--- config.mk ---
export PLATFORM = sky130hd
export DESIGN_NAME = pong_match_controller
export DESIGN_NICKNAME = d
export VERILOG_FILES = /design/src/rtl/pong_match_controller.sv
export SDC_FILE = /design/constraint.sdc
export NUM_CORES = 1
export LEC_CHECK = 0
export CORE_MARGIN = 4
export CORE_UTILIZATION = 45
export CTS_BUF_LIST = sky130_fd_sc_hd__clkbuf_8
export CTS_CLUSTER_SIZE = 24
export DETAILED_ROUTE_END_ITERATION = 8
export PLACE_DENSITY = 0.73
export SKIP_CTS_REPAIR_TIMING = 1
export SYNTH_ARGS = -nofsm -noshare
export SYNTH_HDL_FRONTEND = slang
export SYNTH_SLANG_ARGS = --single-unit
export TNS_END_PERCENT = 30
--- constraint.sdc ---
create_clock -name CLOCK_25 -period 2.75 [get_ports CLOCK_25]
set_input_delay 0.275 -clock CLOCK_25 [delete_from_list [all_inputs] [get_ports CLOCK_25]]
set_output_delay 0.275 -clock CLOCK_25 [all_outputs]
set_load 0.02 [all_outputs]
--- src/rtl/pong_match_controller.sv ---
`default_nettype none
// ============================================================================
// Module      : pong_match_controller
// Description : Pong match sequencer. Tracks both scores, paces serve,
//               countdown and post-point pause using frame ticks, detects the
//               winner and gates the ball datapath (hold / enable).
// Revision    : 1.0 - initial release
// ============================================================================
module pong_match_controller #(
  parameter int WIN_SCORE        = 7,
  parameter int SCORE_W          = 4,
  parameter int COUNTDOWN_FRAMES = 90,
  parameter int PAUSE_FRAMES     = 60
) (
  input  logic               CLOCK_25,
  input  logic               RESET_N,
  input  logic               frame_tick,
  input  logic               miss_p1,
  input  logic               miss_p2,
  input  logic               button_p1,
  input  logic               button_p2,
  output logic               ball_hold,
  output logic               ball_enable,
  output logic               serve_left,
  output logic [SCORE_W-1:0] score_p1,
  output logic [SCORE_W-1:0] score_p2,
  output logic               point_pulse,
  output logic [1:0]         winner,
  output logic [2:0]         state
);

  localparam int C_MAX_FRAMES = (COUNTDOWN_FRAMES > PAUSE_FRAMES) ? COUNTDOWN_FRAMES : PAUSE_FRAMES;
  localparam int C_CNT_W      = $clog2(C_MAX_FRAMES + 1);

  localparam logic [C_CNT_W-1:0] C_CD_LOAD    = C_CNT_W'(COUNTDOWN_FRAMES);
  localparam logic [C_CNT_W-1:0] C_PAUSE_LOAD = C_CNT_W'(PAUSE_FRAMES);
  localparam logic [C_CNT_W-1:0] C_CNT_ONE    = C_CNT_W'(1);
  localparam logic [SCORE_W-1:0] C_WIN        = SCORE_W'(WIN_SCORE);
  localparam logic [SCORE_W-1:0] C_SCORE_ONE  = SCORE_W'(1);

  typedef enum logic [2:0] {
    ST_IDLE       = 3'd0,
    ST_COUNTDOWN  = 3'd1,
    ST_RALLY      = 3'd2,
    ST_PAUSE      = 3'd3,
    ST_SERVE_WAIT = 3'd4,
    ST_OVER       = 3'd5
  } state_t;

  state_t             r_state, w_next_state;
  logic [C_CNT_W-1:0] r_cnt, w_next_cnt;
  logic [SCORE_W-1:0] r_score_p1, w_next_score_p1;
  logic [SCORE_W-1:0] r_score_p2, w_next_score_p2;
  logic               r_serve_left, w_next_serve_left;
  logic [1:0]         r_winner, w_next_winner;
  logic               r_point_pulse, w_next_point_pulse;
  logic               r_ball_hold, r_ball_enable;

  logic [SCORE_W-1:0] w_inc_p1, w_inc_p2;
  logic               w_serve_btn;

  assign w_inc_p1 = r_score_p1 + C_SCORE_ONE;
  assign w_inc_p2 = r_score_p2 + C_SCORE_ONE;
  // Only the player who conceded the last point may serve.
  assign w_serve_btn = r_serve_left ? button_p1 : button_p2;

  // State, counter and all outputs are registered from their next values.
  always_ff @(posedge CLOCK_25) begin
    if (!RESET_N) begin
      r_state       <= ST_IDLE;
      r_cnt         <= '0;
      r_score_p1    <= '0;
      r_score_p2    <= '0;
      r_serve_left  <= 1'b0;
      r_winner      <= 2'b00;
      r_point_pulse <= 1'b0;
      r_ball_hold   <= 1'b1;
      r_ball_enable <= 1'b0;
    end else begin
      r_state       <= w_next_state;
      r_cnt         <= w_next_cnt;
      r_score_p1    <= w_next_score_p1;
      r_score_p2    <= w_next_score_p2;
      r_serve_left  <= w_next_serve_left;
      r_winner      <= w_next_winner;
      r_point_pulse <= w_next_point_pulse;
      r_ball_hold   <= (w_next_state != ST_RALLY);
      r_ball_enable <= (w_next_state == ST_RALLY);
    end
  end

  // Next-state, frame counter, scoring and winner decision.
  always_comb begin
    w_next_state       = r_state;
    w_next_cnt         = r_cnt;
    w_next_score_p1    = r_score_p1;
    w_next_score_p2    = r_score_p2;
    w_next_serve_left  = r_serve_left;
    w_next_winner      = r_winner;
    w_next_point_pulse = 1'b0;

    case (r_state)
      ST_IDLE, ST_OVER: begin
        if (button_p1 || button_p2) begin
          w_next_score_p1   = '0;
          w_next_score_p2   = '0;
          w_next_winner     = 2'b00;
          w_next_serve_left = 1'b0;
          w_next_cnt        = C_CD_LOAD;
          w_next_state      = ST_COUNTDOWN;
        end
      end

      ST_COUNTDOWN: begin
        if (frame_tick) begin
          if (r_cnt <= C_CNT_ONE) begin
            w_next_cnt   = '0;
            w_next_state = ST_RALLY;
          end else begin
            w_next_cnt = r_cnt - C_CNT_ONE;
          end
        end
      end

      ST_RALLY: begin
        // miss_p1 has priority when both misses arrive together.
        if (miss_p1) begin
          w_next_score_p2    = w_inc_p2;
          w_next_serve_left  = 1'b1;
          w_next_point_pulse = 1'b1;
          if (w_inc_p2 == C_WIN) begin
            w_next_winner = 2'b10;
            w_next_cnt    = '0;
            w_next_state  = ST_OVER;
          end else begin
            w_next_cnt   = C_PAUSE_LOAD;
            w_next_state = ST_PAUSE;
          end
        end else if (miss_p2) begin
          w_next_score_p1    = w_inc_p1;
          w_next_serve_left  = 1'b0;
          w_next_point_pulse = 1'b1;
          if (w_inc_p1 == C_WIN) begin
            w_next_winner = 2'b01;
            w_next_cnt    = '0;
            w_next_state  = ST_OVER;
          end else begin
            w_next_cnt   = C_PAUSE_LOAD;
            w_next_state = ST_PAUSE;
          end
        end
      end

      ST_PAUSE: begin
        if (frame_tick) begin
          if (r_cnt <= C_CNT_ONE) begin
            w_next_cnt   = '0;
            w_next_state = ST_SERVE_WAIT;
          end else begin
            w_next_cnt = r_cnt - C_CNT_ONE;
          end
        end
      end

      ST_SERVE_WAIT: begin
        if (w_serve_btn) begin
          w_next_cnt   = C_CD_LOAD;
          w_next_state = ST_COUNTDOWN;
        end
      end

      default: begin
        w_next_state = ST_IDLE;
      end
    endcase
  end

  assign ball_hold   = r_ball_hold;
  assign ball_enable = r_ball_enable;
  assign serve_left  = r_serve_left;
  assign score_p1    = r_score_p1;
  assign score_p2    = r_score_p2;
  assign point_pulse = r_point_pulse;
  assign winner      = r_winner;
  assign state       = r_state;

endmodule
`default_nettype wire

==> results of run 1 <==
==> flip-flops by register name, summed over array words and instances (netlist names) <==
register / cells
serve_left: 1
score_p2: 4
ball_enable: 1
score_p1: 4
ball_hold: 1
point_pulse: 1
state: 3
r_cnt: 7
winner: 2
==> layout make-up <==
type | instances | area [um2]
inverters | 8 | 30.03
well taps | 46 | 57.56
clock buffers | 3 | 41.29
fillers | 342 | 1459
flip-flops and latches | 24 | 480.5
multi-input cells | 154 | 1050
repair buffers | 25 | 245.2
==> metrics by stage <==
stage | area (um2) | worst slack [ps]
5_1_grt | 1904 | 522.3
3_5_place_dp | 1863 | 592.5
6_report | 1904 | 603.0
4_1_cts | 1904 | 609.8
2_1_floorplan | 1588 | 769.9
3_3_place_gp | 1863 | 627.8
==> power groups by stage <==
| stage | clock (mW) | combinational, mW | sequential [mW] |
|---|---|---|---|
| floorplan | 0 | 0.207 | 0.415 |
| global placement | 0 | 0.263 | 0.423 |
| detailed placement | 0 | 0.268 | 0.426 |
| CTS | 0.220 | 0.270 | 0.418 |
| global route | 0.233 | 0.300 | 0.423 |
| finish | 0.213 | 0.273 | 0.419 |
==> final timing paths <==
check                                 start     endpoint  cells past startpoint
worst max-delay path               state[1]     r_cnt[5]                      5
worst min-delay path            score_p2[3]  score_p2[3]                      2
worst max register to register     state[1]     r_cnt[5]                      5
worst min register to register  score_p2[3]  score_p2[3]                      2
==> worst max-delay path: cells and delay by family (launching register included) <==
kind	cells	cell delay, ps
and+or+nand+nor	3	1060
AOI/OAI and AO/OA	2	390
DFF	1	600
==> cells by family after synthesis <==
kind of cell | after synthesis | share of synthesized area, %
fa+ha+maj | 6 | 4.728
flops | 24 | 30.26
xor+xnor | 2 | 1.103
mux | 2 | 1.340
buf+inv | 15 | 3.625
simple gates | 78 | 27.66
compound gates | 66 | 31.28
==> per-layer routing <==
layer | vias up | wire (um)
li1 | 767 | -
met1 | 720 | 1779
met2 | 38 | 1749
met3 | 5 | 133
met4 | 0 | 53
met5 | - | 0
==> layout by cell type, fill, tap and decap left out, types with 4 or more instances in the layout <==
cell | Yosys | routed
or3_1 | 4 | 4
ha_1 | 6 | 6
dfxtp_1 | 24 | 24
nor2_1 | 15 | 15
o21ai_0 | 16 | 16
nor2b_1 | 8 | 8
nand3_1 | 6 | 6
inv_1 | 8 | 8
clkdlybuf4s50_1 | 0 | 23
a21oi_1 | 16 | 16
nand2_1 | 16 | 16
==> metrics.md, run 1 <==
| Metric | Value |
|---|---|
| Final net count | 229 |
| Critical path startpoint category | flop |
| Main area contributors after synthesis | dfxtp_1 30%, a21oi_1 5.0%, o21ai_0 5.0% |
| Residual DRC | 0 |
| Number of placed cells counting well taps | between 200 and 300 |
| R2r setup slk | approximately 600 ps |
| Synth Instances | 193 |
| Run status | completed |
| CP max stage delay | 600 ps |
| DR WL/cell | ~14 um |
| CP max FO | 15 |
| Final Hold Violating Endpoints | 0 |
| DRT antenna net count | 0 |
| P_leak | roughly 0.65 nW |
| Tot Pwr | 0.9050 mW |
| Vias in the first global route | about 1400 |
| CTS buffer count | 3 |
| GP Congestion | about 0.86 |
| Finished Core Util | around 57% |
| Max Cap Violations | 0 |
| Routed vias/inst | roughly 6 |
| Crit path required time | between 2000 and 3000 ps |
| Seq cells post-synth | 24 |
| Synth unique cells | 60 |
| Post-synth top area share | 30.26% |
| Area grow syn2layout | 19.94% |
| Clock sink count | 24 |
| Detail Placement HPWL | between 2000 and 3000 um |
| DR vias | ~1500 |
| Die H | just under 70 um |
| Maximum clock path buffer count | 2 |
| Total negative slack | 0 ps |
| Tightest Pin Transition | around 640 ps |
| Largest net degree at the start of global routing | 16 |
| Total grt overflow | 0 |
| Layout cells sized above 1 | 7.477% |
| Critical path type | reg2reg |
| P_int | around 0.59 mW |
| Drt pass-1 iters | 4 |
| Final period util | roughly four fifths |
| Antenna violations before repair | 0 |
| Async S/R FF share, synth | 0% |
| Final WL | between 3000 and 4000 um |
| Final slew viol count | 0 |
| Yosys top cell by area | dfxtp_1 |
| M2 GR Usage | roughly 30% |
| # rows | 21 |
| RSZ-0062 raised after global routing | false |
| Clock Skews | 3.464 ps |
| Pwr Density | around 480 nW/um2 |
| Yosys warns | 0 |
| Setup crit end kind | flop |
| CP arrival | 2310 ps |
| Gate power share | 30.2% |
| Initial Util | between 40 and 50% |
| Htree depth | 1 |
| Die area | 4543 um2 |
| Mapped Avg Cell Area | between 8 and 9 um2 |
| GRT met1 Usage | 23.71% |
| Switching part of the total | 34.90% |
| P_sw | roughly 0.32 mW |
| DRT iter0 DRCs | 94 |
| Worst VDD drop | approximately 0.00029 V |
| Die X | a little under 70 um |
| CTS tree | done |
| Slew Limit Headroom | ~57% |
| Worst path slowest cell | dfxtp_1 |
| Clock power share | about a quarter |
| Period minus WS final | ~2100 ps |
| Register area share after synthesis | 30.26% |
| Met3 GRT Util | ~2% |
| Dominant synthesized flop cell | dfxtp_1 |
| Clock transition at path regs | about 80 ps |
| CP Cell Sequence | or3b_4 > or3_4 > o211ai_2 > and4b_1 > a311o_1 |
| Gr usage total | between 10% and 20% |
| Final setup vio count | 0 |
| Grt peak-use layer | met2 |
| Core box area | roughly 3400 um2 |
| Later-pin clock latency in the skew report | 270 ps |
| Fin Hold WS | 531.5 ps |
| Root Buffer | clkbuf_8 |
| I/O Buffers | 23 |
| First-pass GRT wire length | approximately 6300 um |
| Sequential Power Share | 46.3% |
| Worst min path class | reg2reg |
| Most frequent cell after synthesis | dfxtp_1 |
| Post-synth top cells | 24 x dfxtp_1, 16 x a21oi_1, 16 x nand2_1, 16 x o21ai_0, 15 x nor2_1 |
| Netlist Area Pre-Place | between 1500 and 2000 um2 |
| Antenna diodes | 0 |
| Fmax | roughly 470 MHz |
| Syn_nets | a little over 200 |
| Post-Layout Cell Count | 260 |
| Post-synth EDFFs | 0 |
| IO Count | 24 |
(Power assumes the default switching activity.)
==> run 2, diff against run 1 <==
- clock period: 2.75 -> 2.1 ns (I/O delays scaled with it)
==> run 2 against run 1 <==
Against the previous run:
- core utilization rose by 2.8 points
- via count increased by 1.6%
- sequential power grew 26%
- sequential share of layout area is 1.2 points lower
- global-route usage up 0.28 points
- die area stayed put
- first-iteration DRC count down 15%
- critical path type unchanged
==> metrics.md, run 2 (synthesis gave the netlist of run 1 again) <==
| Metric | Value |
|---|---|
| Total negative slack | 0 ps (unchanged) |
| Final net count | 240 (+4.8%) |
| Reg with most FFs | r_cnt |
| Die area | 4543 um2 (unchanged) |
| Final slew viol count | 0 (unchanged) |
| Fillcell total | 312 (-8.8%) |
| Total grt overflow | 0 (unchanged) |
| Max Cap Violations | 0 (unchanged) |
| Core box area | 3363 um2 (unchanged) |
| RSZ-0062 raised after global routing | false |
| Largest net degree at the start of global routing | 22 (+6) |
| Final Hold Violating Endpoints | 0 (unchanged) |
| Vias in the first global route | 1416 (-0.14%) |
| Area grow syn2layout | 25.85% |
| P_leak | 0.7067 nW (+8.7%) |
| Clock sink count | 24 (unchanged) |
| Tightest Pin Transition | 449.1 ps (-194.7 ps) |
| GP Congestion | 0.8377 (-2.5%) |
| Setup crit end kind | flop |
| Die H | 67.40 um (unchanged) |
| Post-Layout Cell Count | 271 (+4.2%) |
| CP arrival | 2100 ps (-210 ps) |
| DRT iter0 DRCs | 80 (-15%) |
| Crit path required time | 2260 ps (-660 ps) |
| Initial Util | 47.21% (unchanged) |
| # rows | 21 (unchanged) |
| CTS tree | done |
| Final WL | 3832 um (+3.1%) |
| Detail Placement HPWL | 2923 um (+6.9%) |
| Antenna violations before repair | 0 (unchanged) |
| Clock Skews | 4.602 ps (+1.138 ps) |
| Worst min path class | reg2reg |
| Antenna diodes | 0 (unchanged) |
| Root Buffer | clkbuf_8 |
| Clock transition at path regs | 90 ps (about the same) |
| Maximum clock path buffer count | 2 (unchanged) |
| Run status | completed |
| Drt pass-1 iters | 4 (unchanged) |
| Pwr Density | 613.6 nW/um2 (+29%) |
| Layout cells sized above 1 | 12.89% (+5.4 points) |
| IO Count | 24 (unchanged) |
| Largest register FFs | 7 (unchanged) |
| Residual DRC | 0 (unchanged) |
| Final period util | 92.61% (+15 points) |
| CP max FO | 6 (-9) |
| Critical path type | reg2reg |
| DRT antenna net count | 0 (unchanged) |
| DR WL/cell | 14.14 um (-1.1%) |
| DR vias | 1554 (+1.6%) |
| Die X | 67.40 um (unchanged) |
| Gr usage total | 18.10% (+0.28 points) |
| Period minus WS final | 1945 ps (-202.2 ps) |
| Later-pin clock latency in the skew report | 270 ps (about the same) |
| First-pass GRT wire length | 6368 um (+0.54%) |
| Tot Pwr | 1.226 mW (+35%) |
| Leading cell type in the layout, fill and taps excluded | dfxtp_1 |
| Most frequent cells in the layout | 24 x dfxtp_1, 23 x clkdlybuf4s50_1, 16 x nand2_1, 16 x a21oi_1, 16 x o21ai_0 |
| Critical path startpoint category | flop |
| I/O Buffers | 23 (unchanged) |
| Final setup vio count | 0 (unchanged) |
| Htree depth | 1 (unchanged) |
| Number of placed cells counting well taps | 268 (+4.3%) |
| Fmax | 514.2 MHz (+10%) |
| Slew Limit Headroom | 70.06% (+13 points) |
| CTS buffer count | 3 (unchanged) |
| Routed vias/inst | 5.734 (-2.6%) |
| Worst VDD drop | 0.0003362 V (+17%) |
## run 2: cell types whose count changed in the layout (fill, tap and decap cells not counted)
cell / previous run / this run
buf_4: 2 / 13
a2111oi_1: 1 / 0
a2111oi_2: 0 / 1
nor4_1: 2 / 1
nor4_2: 0 / 1
## run 2: layer usage
metal  vias to the layer above  part of all wire, %  GRT usage (%)
met5                         -                    0              0
met4                         0                 0.84          6.076
met3                         4                  3.0          1.997
met2                        37                   48          29.69
met1                       719                   48          24.62
li1                        794                    -              -
## run 2: final timing paths
check	start	end	slack, ps	cells past startpoint
setup / recovery	r_cnt[4]	ball_hold	160	5
hold reg to reg	winner[1]	winner[1]	530	2
hold / removal	winner[1]	winner[1]	530	2
setup reg to reg	r_cnt[4]	ball_hold	160	5
## run 2: area by class of cell
class                   instances  area [um2]  share of cell area [%]
inverters                       8       30.03                   1.503
flip-flops and latches         24       480.5                   24.05
repair buffers                 36       327.8                   16.41
multi-input cells             154        1061                   53.10
clock buffers                   3       41.29                   2.066
well taps                      46       57.56                   2.880
## run 2: per-stage QoR
step / setup slack (ps) / hold WS (ps) / instance area (um2) / util, %
floorplan: 119.9 / 361.6 / 1588 / -
global placement: 76.35 / 498.2 / 1946 / 57.85
detailed placement: 40.20 / 511.3 / 1946 / 57.85
CTS: 51.47 / 531.4 / 1987 / 59.08
global route: 12.07 / 560.6 / 1998 / 59.41
finish: 155.2 / 529.7 / 1998 / 59.41
## run 2: worst max-delay path, cell delays in order (launching register included)
cell and delay [ps]:
dfxtp_1 380, or4_4 550, nor4_2 200, xnor2_1 160, nand2_1 120, a2111o_1 430
## run 2: where the power goes
part           switching (mW)  internal (mW)  leakage (nW)
clock                   0.155          0.129        0.0216
sequential             0.0442          0.486         0.195
combinational           0.230          0.181         0.490
==> edit: new RTL, flow settings as in run 1 <==
Register the inputs `frame_tick`, `miss_p1`, `miss_p2`, `button_p1` and `button_p2` before use, without a reset. The logic sees them one clock later.
--- a/src/rtl/pong_match_controller.sv
+++ b/src/rtl/pong_match_controller.sv
@@ -48,4 +48,18 @@
   } state_t;
 
+  logic frame_tick_q;
+  logic miss_p1_q;
+  logic miss_p2_q;
+  logic button_p1_q;
+  logic button_p2_q;
+
+  always_ff @(posedge CLOCK_25) begin
+    frame_tick_q <= frame_tick;
+    miss_p1_q    <= miss_p1;
+    miss_p2_q    <= miss_p2;
+    button_p1_q  <= button_p1;
+    button_p2_q  <= button_p2;
+  end
+
   state_t             r_state, w_next_state;
   logic [C_CNT_W-1:0] r_cnt, w_next_cnt;
@@ -63,5 +77,5 @@
   assign w_inc_p2 = r_score_p2 + C_SCORE_ONE;
   // Only the player who conceded the last point may serve.
-  assign w_serve_btn = r_serve_left ? button_p1 : button_p2;
+  assign w_serve_btn = r_serve_left ? button_p1_q : button_p2_q;
 
   // State, counter and all outputs are registered from their next values.
@@ -102,5 +116,5 @@
     case (r_state)
       ST_IDLE, ST_OVER: begin
-        if (button_p1 || button_p2) begin
+        if (button_p1_q || button_p2_q) begin
           w_next_score_p1   = '0;
           w_next_score_p2   = '0;
@@ -113,5 +127,5 @@
 
       ST_COUNTDOWN: begin
-        if (frame_tick) begin
+        if (frame_tick_q) begin
           if (r_cnt <= C_CNT_ONE) begin
             w_next_cnt   = '0;
@@ -125,5 +139,5 @@
       ST_RALLY: begin
         // miss_p1 has priority when both misses arrive together.
-        if (miss_p1) begin
+        if (miss_p1_q) begin
           w_next_score_p2    = w_inc_p2;
           w_next_serve_left  = 1'b1;
@@ -137,5 +151,5 @@
             w_next_state = ST_PAUSE;
           end
-        end else if (miss_p2) begin
+        end else if (miss_p2_q) begin
           w_next_score_p1    = w_inc_p1;
           w_next_serve_left  = 1'b0;
@@ -153,5 +167,5 @@
 
       ST_PAUSE: begin
-        if (frame_tick) begin
+        if (frame_tick_q) begin
           if (r_cnt <= C_CNT_ONE) begin
             w_next_cnt   = '0;
Function: changed (Yosys sat finds a counterexample within 4 cycles, from zero or initial values and one cycle with RESET_N low).
==> edit against run 1 <==
Non-clock buffer count shrank 2. Wire length shrank 3.0%. Fmax grew 0.60%. Cell count shrank 2.7%. Sequential power grew 15%. Count of clock-buffer cells in the layout grew 4. Sequential cell count grew 5. Worst setup slack gained 0.013 ns. Total power grew 17%. Design area shrank 0.79%. Utilization grew 3.3 points. Largest power group unchanged. Die area shrank 3.5%. Critical path type unchanged. Synthesized area shrank 3.9%.
==> edit: results (changes against run 1) <==
global-route wire length before repair=6270 um (-1.1%); H-tree depth=2 (+1); GPL Wtd Cong=0.855 (-0.45%); share of cells above drive strength 1=9.09% (+1.6 points); metal3 WL=203 um (+53%); max_slew headroom=57.8% (+0.76 points); synth top area cells=dfxtp_1, nand2_1, ha_1, nor2_1, o21ai_0; slowest CP cell=or4_4; DRT iter0 DRCs=83 (-12%); Worst Hold Launch=miss_p1; placed cell areas=1790 um^2 (-4.0%); Final Skew=0.00223 ns (-0.00123 ns); Final #Nets=221 (-3.5%); largest fanout on the critical path=6 (-9); reg2reg end=ball_hold; gr usage total=18.6% (+0.81 points); Post-synth top cells=dfxtp_1, nand2_1, nor2_1, o21ai_0, a21oi_1; net count after synthesis=197 (-4.4%); Post-Route WL=3610 um (-3.0%); post-synth top area share=38.1% (+7.8 points); setup slack after placement=0.631 ns (+0.0384 ns); Worst R2R Start=r_cnt[2]; Hold Path Depth=1 (-1); CP peak stage delay=0.57 ns (-0.03 ns); switching part of the total power=28.5% (-6.4 points); Unique masters post-synth=44 (-27%); clk slew on worst S/H paths=0.06 ns (-0.02 ns); VDD IR-drop max=322 uV (+12%); WHS Endpoint=miss_p1_q; WL met2=1640 um (-6.2%); via count=1436 (-6.1%); M1 WL=1660 um (-6.6%); Min Hold Slack=0.433 ns (-0.0981 ns); Pleak=0.740 nW (+14%); placed cell count=245 (-4.7%); Num CTS Buffers=5 (+2); outcome=finished, final reports clean; Mapped Avg Cell Area=8.29 um^2 (+0.76%); sequential element share of the synthesized area=38.1% (+7.8 points); Worst Reg-to-Reg Cells=4 (-1)
[edit: changes by cell type in the layout (fill, tap and decap cells not counted), moves of 3 or more]
cell,run 1,this run
a211o_1,0,3
a21boi_1,3,0
a21oi_1,16,13
a32o_1,0,3
clkbuf_8,3,7
dfxtp_1,24,29
nand2_1,16,23
nor2_1,15,20
nor2b_1,8,4
o221a_2,0,4
xor2_1,0,4
[edit: layout make-up]
class                      instances  area (um^2)
fill                             298         1260
multi-input combinational        141          892
sequential                        29          581
timing repair buffer              23          230
clock buffer                       7         96.3
tap                               44         55.1
inverter                           8         30.0
clock inverter                     1         5.00
[edit: logic make-up after synthesis]
| logic type | count (synthesis) | synth area share [%] |
|---|---|---|
| buffers and inverters | 14 | 3.45 |
| XOR/XNOR | 5 | 2.87 |
| AO/OA/AOI/OAI | 55 | 24.8 |
| adder cells (fa/ha/maj) | 6 | 4.92 |
| multiplexers | 4 | 2.71 |
| flip-flops | 29 | 38.1 |
| AND/OR/NAND/NOR | 71 | 23.2 |
[edit: worst reg2reg max path, delay by kind of cell, from the launching register on]
| kind | cells | cell delay, ns |
|---|---|---|
| AO/OA/AOI/OAI | 2 | 0.58 |
| flip-flops | 1 | 0.35 |
| AND/OR/NAND/NOR | 2 | 1.09 |
[edit: worst max path at each step]
stage | start | endpoint | slack, ns | cells after the start
2_1_floorplan | r_cnt[2] | ball_hold | 0.72 | 4
3_3_place_gp | r_cnt[2] | ball_hold | 0.68 | 4
3_5_place_dp | r_cnt[2] | ball_hold | 0.63 | 4
4_1_cts | r_cnt[2] | ball_hold | 0.62 | 4
5_1_grt | r_cnt[2] | ball_hold | 0.54 | 4
6_report | r_cnt[2] | ball_hold | 0.62 | 4
[edit: power groups by stage]
stage | clock (mW) | sequential, mW | combinational [mW]
floorplan | 0 | 0.480 | 0.142
CTS | 0.390 | 0.478 | 0.197
global route | 0.416 | 0.484 | 0.220
global placement | 0 | 0.485 | 0.188
finish | 0.381 | 0.480 | 0.198
detailed placement | 0 | 0.487 | 0.195
[edit: layer usage]
metal	track usage (%)	vias up
met5	0	-
li1	-	707
met1	24.3	666
met4	10.2	0
met3	5.27	11
met2	27.4	52
